==> config.mk <==
export PLATFORM = sky130hd
export DESIGN_NAME = hc4_fetch_unit
export DESIGN_NICKNAME = d
export VERILOG_FILES = /design/src/rtl/hc4_pkg.sv /design/src/rtl/hc4_fetch_fifo.sv /design/src/rtl/hc4_fetch_unit.sv
export SDC_FILE = /design/constraint.sdc
export NUM_CORES = 1
export LEC_CHECK = 0
export ABC_AREA = 1
export BUFFER_PORTS_ARGS = -buffer_cell sky130_fd_sc_hd__buf_2
export CAP_MARGIN = 20
export CORE_ASPECT_RATIO = 0.6
export CORE_MARGIN = 2
export CORE_UTILIZATION = 55
export CTS_BUF_LIST = sky130_fd_sc_hd__clkbuf_4 sky130_fd_sc_hd__clkbuf_8
export CTS_CLUSTER_SIZE = 25
export DETAILED_ROUTE_END_ITERATION = 8
export PLACE_DENSITY = 0.86
export SYNTH_ARGS = -nofsm -noshare
export SYNTH_HDL_FRONTEND = slang
export SYNTH_SLANG_ARGS = --single-unit
==> constraint.sdc <==
create_clock -name clk -period 2 [get_ports clk]
set_clock_uncertainty 0.1 [all_clocks]
set_input_delay 0.2 -clock clk [delete_from_list [all_inputs] [get_ports clk]]
set_output_delay 0.2 -clock clk [all_outputs]
set_load 0.01 [all_outputs]
==> src/rtl/hc4_pkg.sv <==
`default_nettype none
// ============================================================================
// Package : hc4_pkg
// Shared HC4 constants: address/instruction widths, fetch FSM encoding and
// jump opcode / condition codes used by the core, the fetch unit and benches.
// Rev 1.0 - initial release
// ============================================================================
package hc4_pkg;

   localparam int HC4_ADDR_W  = 12;
   localparam int HC4_INSTR_W = 8;

   typedef logic [1:0] fetch_state_t;
   localparam fetch_state_t FETCH_IDLE  = 2'd0;
   localparam fetch_state_t FETCH_REQ   = 2'd1;
   localparam fetch_state_t FETCH_DRAIN = 2'd2;

   localparam logic [2:0] HC4_OP_JUMP = 3'b111;

   localparam logic [2:0] HC4_CC_JP  = 3'b000;
   localparam logic [2:0] HC4_CC_JC  = 3'b001;
   localparam logic [2:0] HC4_CC_JNC = 3'b010;
   localparam logic [2:0] HC4_CC_JZ  = 3'b100;
   localparam logic [2:0] HC4_CC_JNZ = 3'b101;

endpackage
`default_nettype wire

==> src/rtl/hc4_fetch_fifo.sv <==
`default_nettype none
// ============================================================================
// Module  : hc4_fetch_fifo
// DEPTH x WIDTH synchronous prefetch FIFO; flush beats push and pop.
// Rev 1.0 - initial release
// ============================================================================
module hc4_fetch_fifo #(
   parameter int  DEPTH = 4,
   parameter int  WIDTH = 20,
   localparam int PW    = $clog2(DEPTH),
   localparam int CW    = PW + 1
) (
   input  logic             clk,
   input  logic             nReset,
   input  logic             flush,
   input  logic             push,
   input  logic [WIDTH-1:0] wdata,
   input  logic             pop,
   output logic [WIDTH-1:0] rdata,
   output logic [CW-1:0]    count,
   output logic             empty,
   output logic             full
);

   localparam logic [CW-1:0] DEPTH_CNT = CW'(DEPTH);

   logic [WIDTH-1:0] mem_q [DEPTH];
   logic [PW-1:0]    wr_ptr_q;
   logic [PW-1:0]    rd_ptr_q;
   logic [CW-1:0]    count_q;
   logic             do_push;
   logic             do_pop;

   assign empty   = (count_q == '0);
   assign full    = (count_q == DEPTH_CNT);
   assign do_pop  = pop && !empty;
   // A full FIFO still accepts a push when the head leaves on the same edge.
   assign do_push = push && (!full || do_pop);
   assign count   = count_q;
   assign rdata   = mem_q[rd_ptr_q];

   always_ff @(posedge clk or negedge nReset) begin
      if (!nReset) begin
         wr_ptr_q <= '0;
         rd_ptr_q <= '0;
         count_q  <= '0;
      end else if (flush) begin
         wr_ptr_q <= '0;
         rd_ptr_q <= '0;
         count_q  <= '0;
      end else begin
         if (do_push) wr_ptr_q <= wr_ptr_q + PW'(1);
         if (do_pop)  rd_ptr_q <= rd_ptr_q + PW'(1);
         count_q <= count_q + CW'(do_push) - CW'(do_pop);
      end
   end

   always_ff @(posedge clk) begin
      if (do_push && !flush) mem_q[wr_ptr_q] <= wdata;
   end

endmodule
`default_nettype wire

==> src/rtl/hc4_fetch_unit.sv <==
`default_nettype none
// ============================================================================
// Module  : hc4_fetch_unit
// HC4 instruction fetch: req/ack program memory, prefetch FIFO, valid/ready
// to decode, redirect flush. Option macro: HC4_FETCH_BYPASS_EN.
// Rev 1.0 - initial release
// ============================================================================
module hc4_fetch_unit
   import hc4_pkg::*;
#(
   parameter int DEPTH   = 4,
   parameter int ADDR_W  = HC4_ADDR_W,
   parameter int INSTR_W = HC4_INSTR_W
) (
   input  logic               clk,
   input  logic               nReset,
   input  logic               redirect,
   input  logic [ADDR_W-1:0]  redirect_pc,
   output logic               instr_valid,
   input  logic               instr_ready,
   output logic [INSTR_W-1:0] instr,
   output logic [ADDR_W-1:0]  instr_pc,
   output logic               mem_req,
   output logic [ADDR_W-1:0]  mem_addr,
   input  logic               mem_ack,
   input  logic [INSTR_W-1:0] mem_rdata
);

   localparam int            CW        = $clog2(DEPTH) + 1;
   localparam logic [CW-1:0] DEPTH_CNT = CW'(DEPTH);

   fetch_state_t              state_q, state_d;
   logic [ADDR_W-1:0]         fetch_pc_q, fetch_pc_d;
   logic [ADDR_W-1:0]         mem_addr_q, mem_addr_d;

   logic [ADDR_W+INSTR_W-1:0] fifo_rdata;
   logic [CW-1:0]             fifo_count;
   logic                      fifo_empty;
   logic                      fifo_full;
   logic                      fifo_push;
   logic                      fifo_pop;
   logic                      ack_req;
   logic                      bypass;
   logic                      bypass_take;
   logic [CW-1:0]             count_after;

   assign ack_req = (state_q == FETCH_REQ) && mem_ack;

`ifdef HC4_FETCH_BYPASS_EN
   assign bypass = fifo_empty && ack_req && !redirect;
`else
   assign bypass = 1'b0;
`endif

   assign bypass_take = bypass && instr_ready;
   assign fifo_push   = ack_req && !redirect && !bypass_take;
   assign fifo_pop    = !fifo_empty && instr_ready && !redirect;
   assign count_after = fifo_count + CW'(fifo_push) - CW'(fifo_pop);

   hc4_fetch_fifo #(
      .DEPTH (DEPTH),
      .WIDTH (ADDR_W + INSTR_W)
   ) u_fifo (
      .clk    (clk),
      .nReset (nReset),
      .flush  (redirect),
      .push   (fifo_push),
      .wdata  ({fetch_pc_q, mem_rdata}),
      .pop    (fifo_pop),
      .rdata  (fifo_rdata),
      .count  (fifo_count),
      .empty  (fifo_empty),
      .full   (fifo_full)
   );

   always_comb begin
      state_d    = state_q;
      fetch_pc_d = fetch_pc_q;
      mem_addr_d = mem_addr_q;
      case (state_q)
         FETCH_IDLE: begin
            if (!redirect && !fifo_full) begin
               state_d    = FETCH_REQ;
               mem_addr_d = fetch_pc_q;
            end
         end
         FETCH_REQ: begin
            if (mem_ack) begin
               if (redirect) begin
                  state_d = FETCH_IDLE;
               end else begin
                  fetch_pc_d = fetch_pc_q + ADDR_W'(1);
                  if (count_after < DEPTH_CNT) mem_addr_d = fetch_pc_q + ADDR_W'(1);
                  else                         state_d    = FETCH_IDLE;
               end
            end else if (redirect) begin
               state_d = FETCH_DRAIN;
            end
         end
         // The outstanding request cannot be aborted; its data is dropped on ack.
         FETCH_DRAIN: begin
            if (mem_ack) state_d = FETCH_IDLE;
         end
         default: state_d = FETCH_IDLE;
      endcase
      if (redirect) fetch_pc_d = redirect_pc;
   end

   always_ff @(posedge clk or negedge nReset) begin
      if (!nReset) begin
         state_q    <= FETCH_IDLE;
         fetch_pc_q <= '0;
         mem_addr_q <= '0;
      end else begin
         state_q    <= state_d;
         fetch_pc_q <= fetch_pc_d;
         mem_addr_q <= mem_addr_d;
      end
   end

   assign mem_req  = (state_q != FETCH_IDLE);
   assign mem_addr = mem_addr_q;

   always_comb begin
      instr_valid = 1'b0;
      instr       = '0;
      instr_pc    = '0;
      if (!fifo_empty) begin
         instr_valid        = 1'b1;
         {instr_pc, instr}  = fifo_rdata;
      end else if (bypass) begin
         instr_valid = 1'b1;
         instr       = mem_rdata;
         instr_pc    = fetch_pc_q;
      end
   end

endmodule
`default_nettype wire

# After elaboration in Yosys (flattened, before gate mapping)
# Memories as Yosys holds them, arrays and structs flattened.
# Cells that the tools add are included.
[totals]
reg_bits = 33
mem_bits_rw = 80
input_bits = 25
output_inout_bits = 34
mem_count = 1
[classes]
n_addsub = 7
order_cmp = 1
n_eq_ne = 10
mux = 25
n_reduce_logical = 23
[memory_table]
columns = ["memory", "words", "width", "rd", "rd_ports_with_merged_regs", "wr", "line", "source"]
rows = [
  ["u_fifo.mem_q", 4, 20, 1, 0, 1, "hc4_fetch_fifo.sv:27", "logic [WIDTH-1:0] mem_q [DEPTH];"],
]
[ops]
columns = ["operator", "count"]
rows = [
  ["12-bit two-way mux", 8],
  ["12-bit case mux with 2 select lines", 1],
  ["2-bit two-way mux", 10],
  ["12-bit by 1-bit adder with 12-bit output, second input constant", 1],
  ["2-bit nonzero test", 6],
  ["1-bit logical AND", 8],
  ["8-bit two-way mux", 1],
  ["2-bit != test, second input constant", 4],
  ["3-bit by 1-bit adder with 3-bit output", 2],
  ["3-bit != test, second input constant", 2],
  ["2-bit case mux with 3 select lines", 1],
  ["3-bit by 1-bit subtractor with 3-bit output", 2],
  ["5-bit AND reduction", 1],
  ["2-bit by 1-bit adder with 2-bit output, second input constant", 2],
  ["4-bit AND reduction", 1],
  ["3-bit == test, second input constant", 1],
  ["1-bit zero test", 3],
  ["3-bit zero test", 1],
  ["3-bit < comparator, second input constant", 1],
  ["1-bit two-way mux", 3],
  ["3-bit two-way mux", 1],
  ["2-bit by 1-bit == test with 1-bit output, second input constant", 1],
  ["2-bit == test, second input constant", 1],
  ["2-bit zero test", 1],
  ["other kinds (3)", 3],
]

# Depth between registers and ports, before layout
[depth]
depth_word = 10
ltp_mapped = 20
depth_no_buf = 19

# Cells and area by module
# Synthesis repeated with hierarchy kept, for this count alone.
[hier_totals]
cells_unflattened = 541
hier_area_um2 = 5371.4
[modules_own_cells]
columns = ["module", "instances", "cells_each", "area_per_inst_um2"]
rows = [
  ["hc4_fetch_fifo", 1, 257, 3492.1],
  ["hc4_fetch_unit", 1, 284, 1879.3],
]

# Least setup slack after synthesis
# No wires, ideal clock.
[synth_timing]
path_kind = "register to register"
startpoint = "register u_fifo.count_q[1] (netlist: u_fifo.count[1])"
endpoint = "register mem_addr_q[10] (netlist: mem_addr[10])"
setup_time_ns = 0.117
arrival_time_ns = 2.004
required_ns = 1.783
setup_slack_ns = -0.221
stages_incl_launch_ff = 21
path_buffers = 1
path_cell_list = "dfrtp_1 > inv_1 > nand2_1 > nor2_1 > nor2_1 > inv_1 > nor2_1 > ha_1 > inv_1 > ha_1 > inv_1 > nor2_1 > nand2_2 > nand2_1 > nand2_1 > nand3_2 > nand2_2 > nand2_2 > buf_6 > nand2_1 > nand2_1"
[synth_between]
elab_chain_len = 8
elab_cells_between_ends = 13
classes_between = "2 x add/sub; 1 x order compare; 3 x eq/ne; 7 x reduce/logical"
[synth_rtl]
columns = ["item", "line", "source"]
rows = [
  ["start: declaration", "hc4_fetch_fifo.sv:30", "logic [CW-1:0] count_q;"],
  ["start signal: assignment", "hc4_fetch_fifo.sv:54", "count_q <= count_q + CW'(do_push) - CW'(do_pop);"],
  ["branches (longest 7 deep; another with 3-bit by 1-bit adder with 3-bit output)", "--", ""],
  ["5-bit AND reduction (no source line) *", "--", ""],
  ["end signal: assignment", "hc4_fetch_unit.sv:117", "mem_addr_q <= mem_addr_d;"],
  ["end: declaration", "hc4_fetch_unit.sv:34", "logic [ADDR_W-1:0] mem_addr_q, mem_addr_d;"],
]
# Mark *: on every way between the ends.
# A chain may end at the register's enable or synchronous reset.

# Final worst setup path
[layout_timing]
startpoint = "register u_fifo.count_q[2] (netlist: u_fifo.count[2])"
endpoint = "register mem_addr_q[4] (netlist: mem_addr[4])"
# The elaborated chain is that of the path after synthesis.

==> results.cfg <==
[finish]
layout.cells.non_filler = 780
area_growth_pct = 41.5
regArea_sq_mm = 0.00323
antennaDiodeCount = 0
drive_above_1_share_pct = 38.1
num-fill-cells = 492
multi_input_area_sq_mm = 0.00208
nets = 685
final_core_util_pct = 79.4

[die]
rows = 27
core_sq_mm = 0.00912
die_w_microns = 129
die_area_sq_mm = 0.0101
start_util_pct = 56.2
die_y_microns = 78.8
ios = 59

[hold_path]
holdPathStages = 4
hp-class = in2reg
min_from = mem_ack
whs_endpoint = state_q[1]

[setup_path]
crit_arrival_ns = 2.55
reg2reg_depth = 19
crit_path_max_fanout = 6
cp_cell_sequence = inv_2 -> nand2_4 -> nor2_4 -> nor2_4 -> inv_2 -> nor2_4 -> ha_4 -> inv_2 -> ha_4 -> inv_2 -> nor2_2 -> nand2_2 -> nand2_2 -> nand2_2 -> nand3_2 -> nand2_4 -> buf_12 -> nand3_1 -> nand2_1
crit_cells = 19
cpMostUsedCell = inv_2
cp.required_ns = 2.24
crit_family = simple AND/OR/NAND/NOR gates
crit_slowest_cell = dfrtp_1
cp-start-kind = flip-flop
path_buf_inv = 5
worst-setup-path-type = reg2reg
regToRegSetupSlack_ns = -0.31
slowest_delay_ns = 0.36
r2r-end = mem_addr[4]
rr_startpoint = u_fifo.count[2]
endpoint_kind = flip-flop

[route]
vias = 4585
totalWireLength_microns = 15600
route.detailed.drc = 0
firstDrtPassIters = 7
drt_iter0_markers = 676
drtAntennaViolNets = 0
avgRoutedWirePerCell_microns = 20.0
viasPerCell = 5.88

[outcome]
failed_checks = setup timing
status = finished with violations

[clocking]
cts_tree = built
cts_buffers = 17
clk_pin_slew_ns = 0.07
clockBufferDepth = 2
worstSkewPairLatency_ns = 0.45
htree_levels = 4
cts.sinks = 113
root_buffer = clkbuf_8

[sta]
fin_tns_setup_ns = -6.37
finalSetupViolCount = 33
fin_ws_ns = -0.313
hold_violations = 0
fin_crit_sh_pct = 116
maxSlewHeadroom_pct = 49.7
rsz0062_at_grt = true
max_freq_ghz = 0.432
fin_crit_ns = 2.31
worst_pin_slew_ns = 0.755
drv_slew = 0

[global_route]
grt_util_met1_pct = 40.5
grt-busiest-layer = met2
grt_usage_pct = 31.6
gr-total-overflow = 0
grt_max_degree = 34
grt_pass1_vias = 4509
met2_usage_pct = 51.1
use_met3_pct = 8.42
antenna_found_initial = 0
grt_pass1_wl_microns = 23300

[logic_synthesis]
ys_seq_area_share_pct = 63.0
synth_cell_type_count = 28
synthCells = 518
syn_area_sq_mm = 0.00512
avgSynthCellArea_sq_um = 9.89
yosys_warnings = 0
synth_nets = 552
ys_ff_latch = 113

[flow_run]
drv_cap = 0

[power]
ir_drop_mv = 0.937
power_mw = 10.1
p_leak_nw = 3.00
power_per_cell_area_mw_per_mm2 = 1390

[place]
globalplace.congestion = 0.861
io_buffers = 58
place_inst = 702
post-dp-hpwl_microns = 7930
-- tightest hold or removal path: cells and delay by family --
kind / cells / cell delay (ns)
AND/OR/NAND/NOR: 3 / 0.20
buffers and inverters: 1 / 0.13
-- what timing repair did --
item | CTS | global route
pin swaps | 29 | 45
endpoints found under the hold margin | 79 | 0
setup buffers | 9 | 14
cloned | 9 | 0
resized for setup | 94 | 101
hold buffers | 22 | 0
setup endpoints to repair | 57 | 71
-- per-layer routing --
layer | vias to the layer above | wire (microns)
met5 | - | 0
met4 | 0 | 523
met3 | 63 | 1470
met2 | 343 | 7600
met1 | 2159 | 5970
li1 | 2020 | -
-- registers in the layout (all words and copies together), names as in the netlist --
name and flops:
mem_addr 12, u_fifo.mem_q 80, u_fifo.rd_ptr_q 2, fetch_pc_q 12
u_fifo.wr_ptr_q 2, state_q 2, u_fifo.count 3
-- worst max-delay path by stage --
| stage | startpoint | end |
|---|---|---|
| 3_5_place_dp | u_fifo.count[2] | mem_addr[6] |
| 2_1_floorplan | u_fifo.count[1] | mem_addr[10] |
| 5_1_grt | u_fifo.count[2] | mem_addr[5] |
| 4_1_cts | u_fifo.count[1] | mem_addr[4] |
| 6_report | u_fifo.count[2] | mem_addr[4] |
| 3_3_place_gp | u_fifo.count[2] | mem_addr[4] |
-- cells in the final DEF (no fill, tap or decap), types with 4 or more instances in the layout --
| cell type | n |
|---|---|
| buf_6 | 9 |
| dfrtp_1 | 32 |
| o211ai_1 | 8 |
| ha_1 | 5 |
| o21ai_0 | 14 |
| dlygate4sd3_1 | 22 |
| nand2_2 | 8 |
| inv_6 | 4 |
| a21oi_1 | 20 |
| buf_2 | 58 |
| xor2_1 | 6 |
| o21ai_2 | 7 |
| a21oi_2 | 4 |
| o21ai_1 | 31 |
| inv_1 | 31 |
| nand2_1 | 89 |
| nor2_1 | 48 |
| clkinvlp_4 | 4 |
| nand3_1 | 14 |
| nor2_2 | 27 |
| nand3_2 | 11 |
| buf_12 | 7 |
| buf_16 | 6 |
| clkbuf_8 | 17 |
| edfxtp_1 | 80 |
| nand3_4 | 4 |
| nor2_4 | 25 |
| buf_4 | 33 |
| inv_2 | 10 |
-- Yosys cell counts --
cell type  number  area, sq um
nor2_1         97          364
edfxtp_1       80         2400
buf_6           1         11.3
o22ai_1         1         6.26
buf_2           8         40.0
nand2_1        97          364
inv_1          39          146
nand3_2         1         10.0
ha_1            8          100
buf_4           1         7.51
clkbuf_1       14         52.6
o211ai_1        8         60.1
nor3_1          3         15.0
fa_1            1         20.0
nand3_4         1         17.5
o21a_1          1         7.51
o21ai_1         1         5.00
nand4_1         3         18.8
a21oi_1        24          120
xor2_1          6         52.6
nand2_2         3         18.8
nand3_1        27          135
o221ai_1        3         26.3
nor2_4          2         22.5
dfrtp_1        33          826
nor2_2          1         6.26
o21ai_0        51          255
inv_2           3         11.3
-- final cells by class --
cell class | instances | area share [%]
Multi-Input combinational cell | 339 | 28.8
Timing Repair Buffer | 138 | 16.7
Clock buffer | 17 | 3.23
Clock inverter | 15 | 2.52
Inverter | 42 | 2.21
Sequential cell | 113 | 44.6
Tap cell | 116 | 2.00
-- cell families (layout without fill, tap and decap cells) --
family | after synthesis | after routing | synth area share, %
buffers and inverters | 66 | 212 | 5.25
and+or+nand+nor | 235 | 235 | 19.0
AOI/OAI and AO/OA | 89 | 89 | 9.38
xor gates and xnor gates | 6 | 6 | 1.03
adders and majority gates | 9 | 9 | 2.34
DFF | 113 | 113 | 63.0
-- power breakdown --
part,leakage [nW],internal [mW],total [mW],switching (mW)
clock,0.199,1.24,2.32,1.07
sequential,1.14,2.89,3.19,0.301
combinational,1.66,1.93,4.59,2.67
total,3.00,6.06,10.1,4.04
-- stage by stage --
| step | instance area (sq um) | hold slack (ns) | setup slack (ns) |
|---|---|---|---|
| final | 7250 | 0.0342 | -0.313 |
| after floorplan | 5140 | -0.196 | -0.198 |
| after global placement | 5790 | 0.191 | -0.232 |
| after global routing | 7250 | 0.0297 | -0.437 |
| after CTS | 6950 | 0.0186 | -0.271 |
| after detailed placement | 5790 | 0.209 | -0.430 |
No activity file was read; power rests on OpenSTA's default activity.
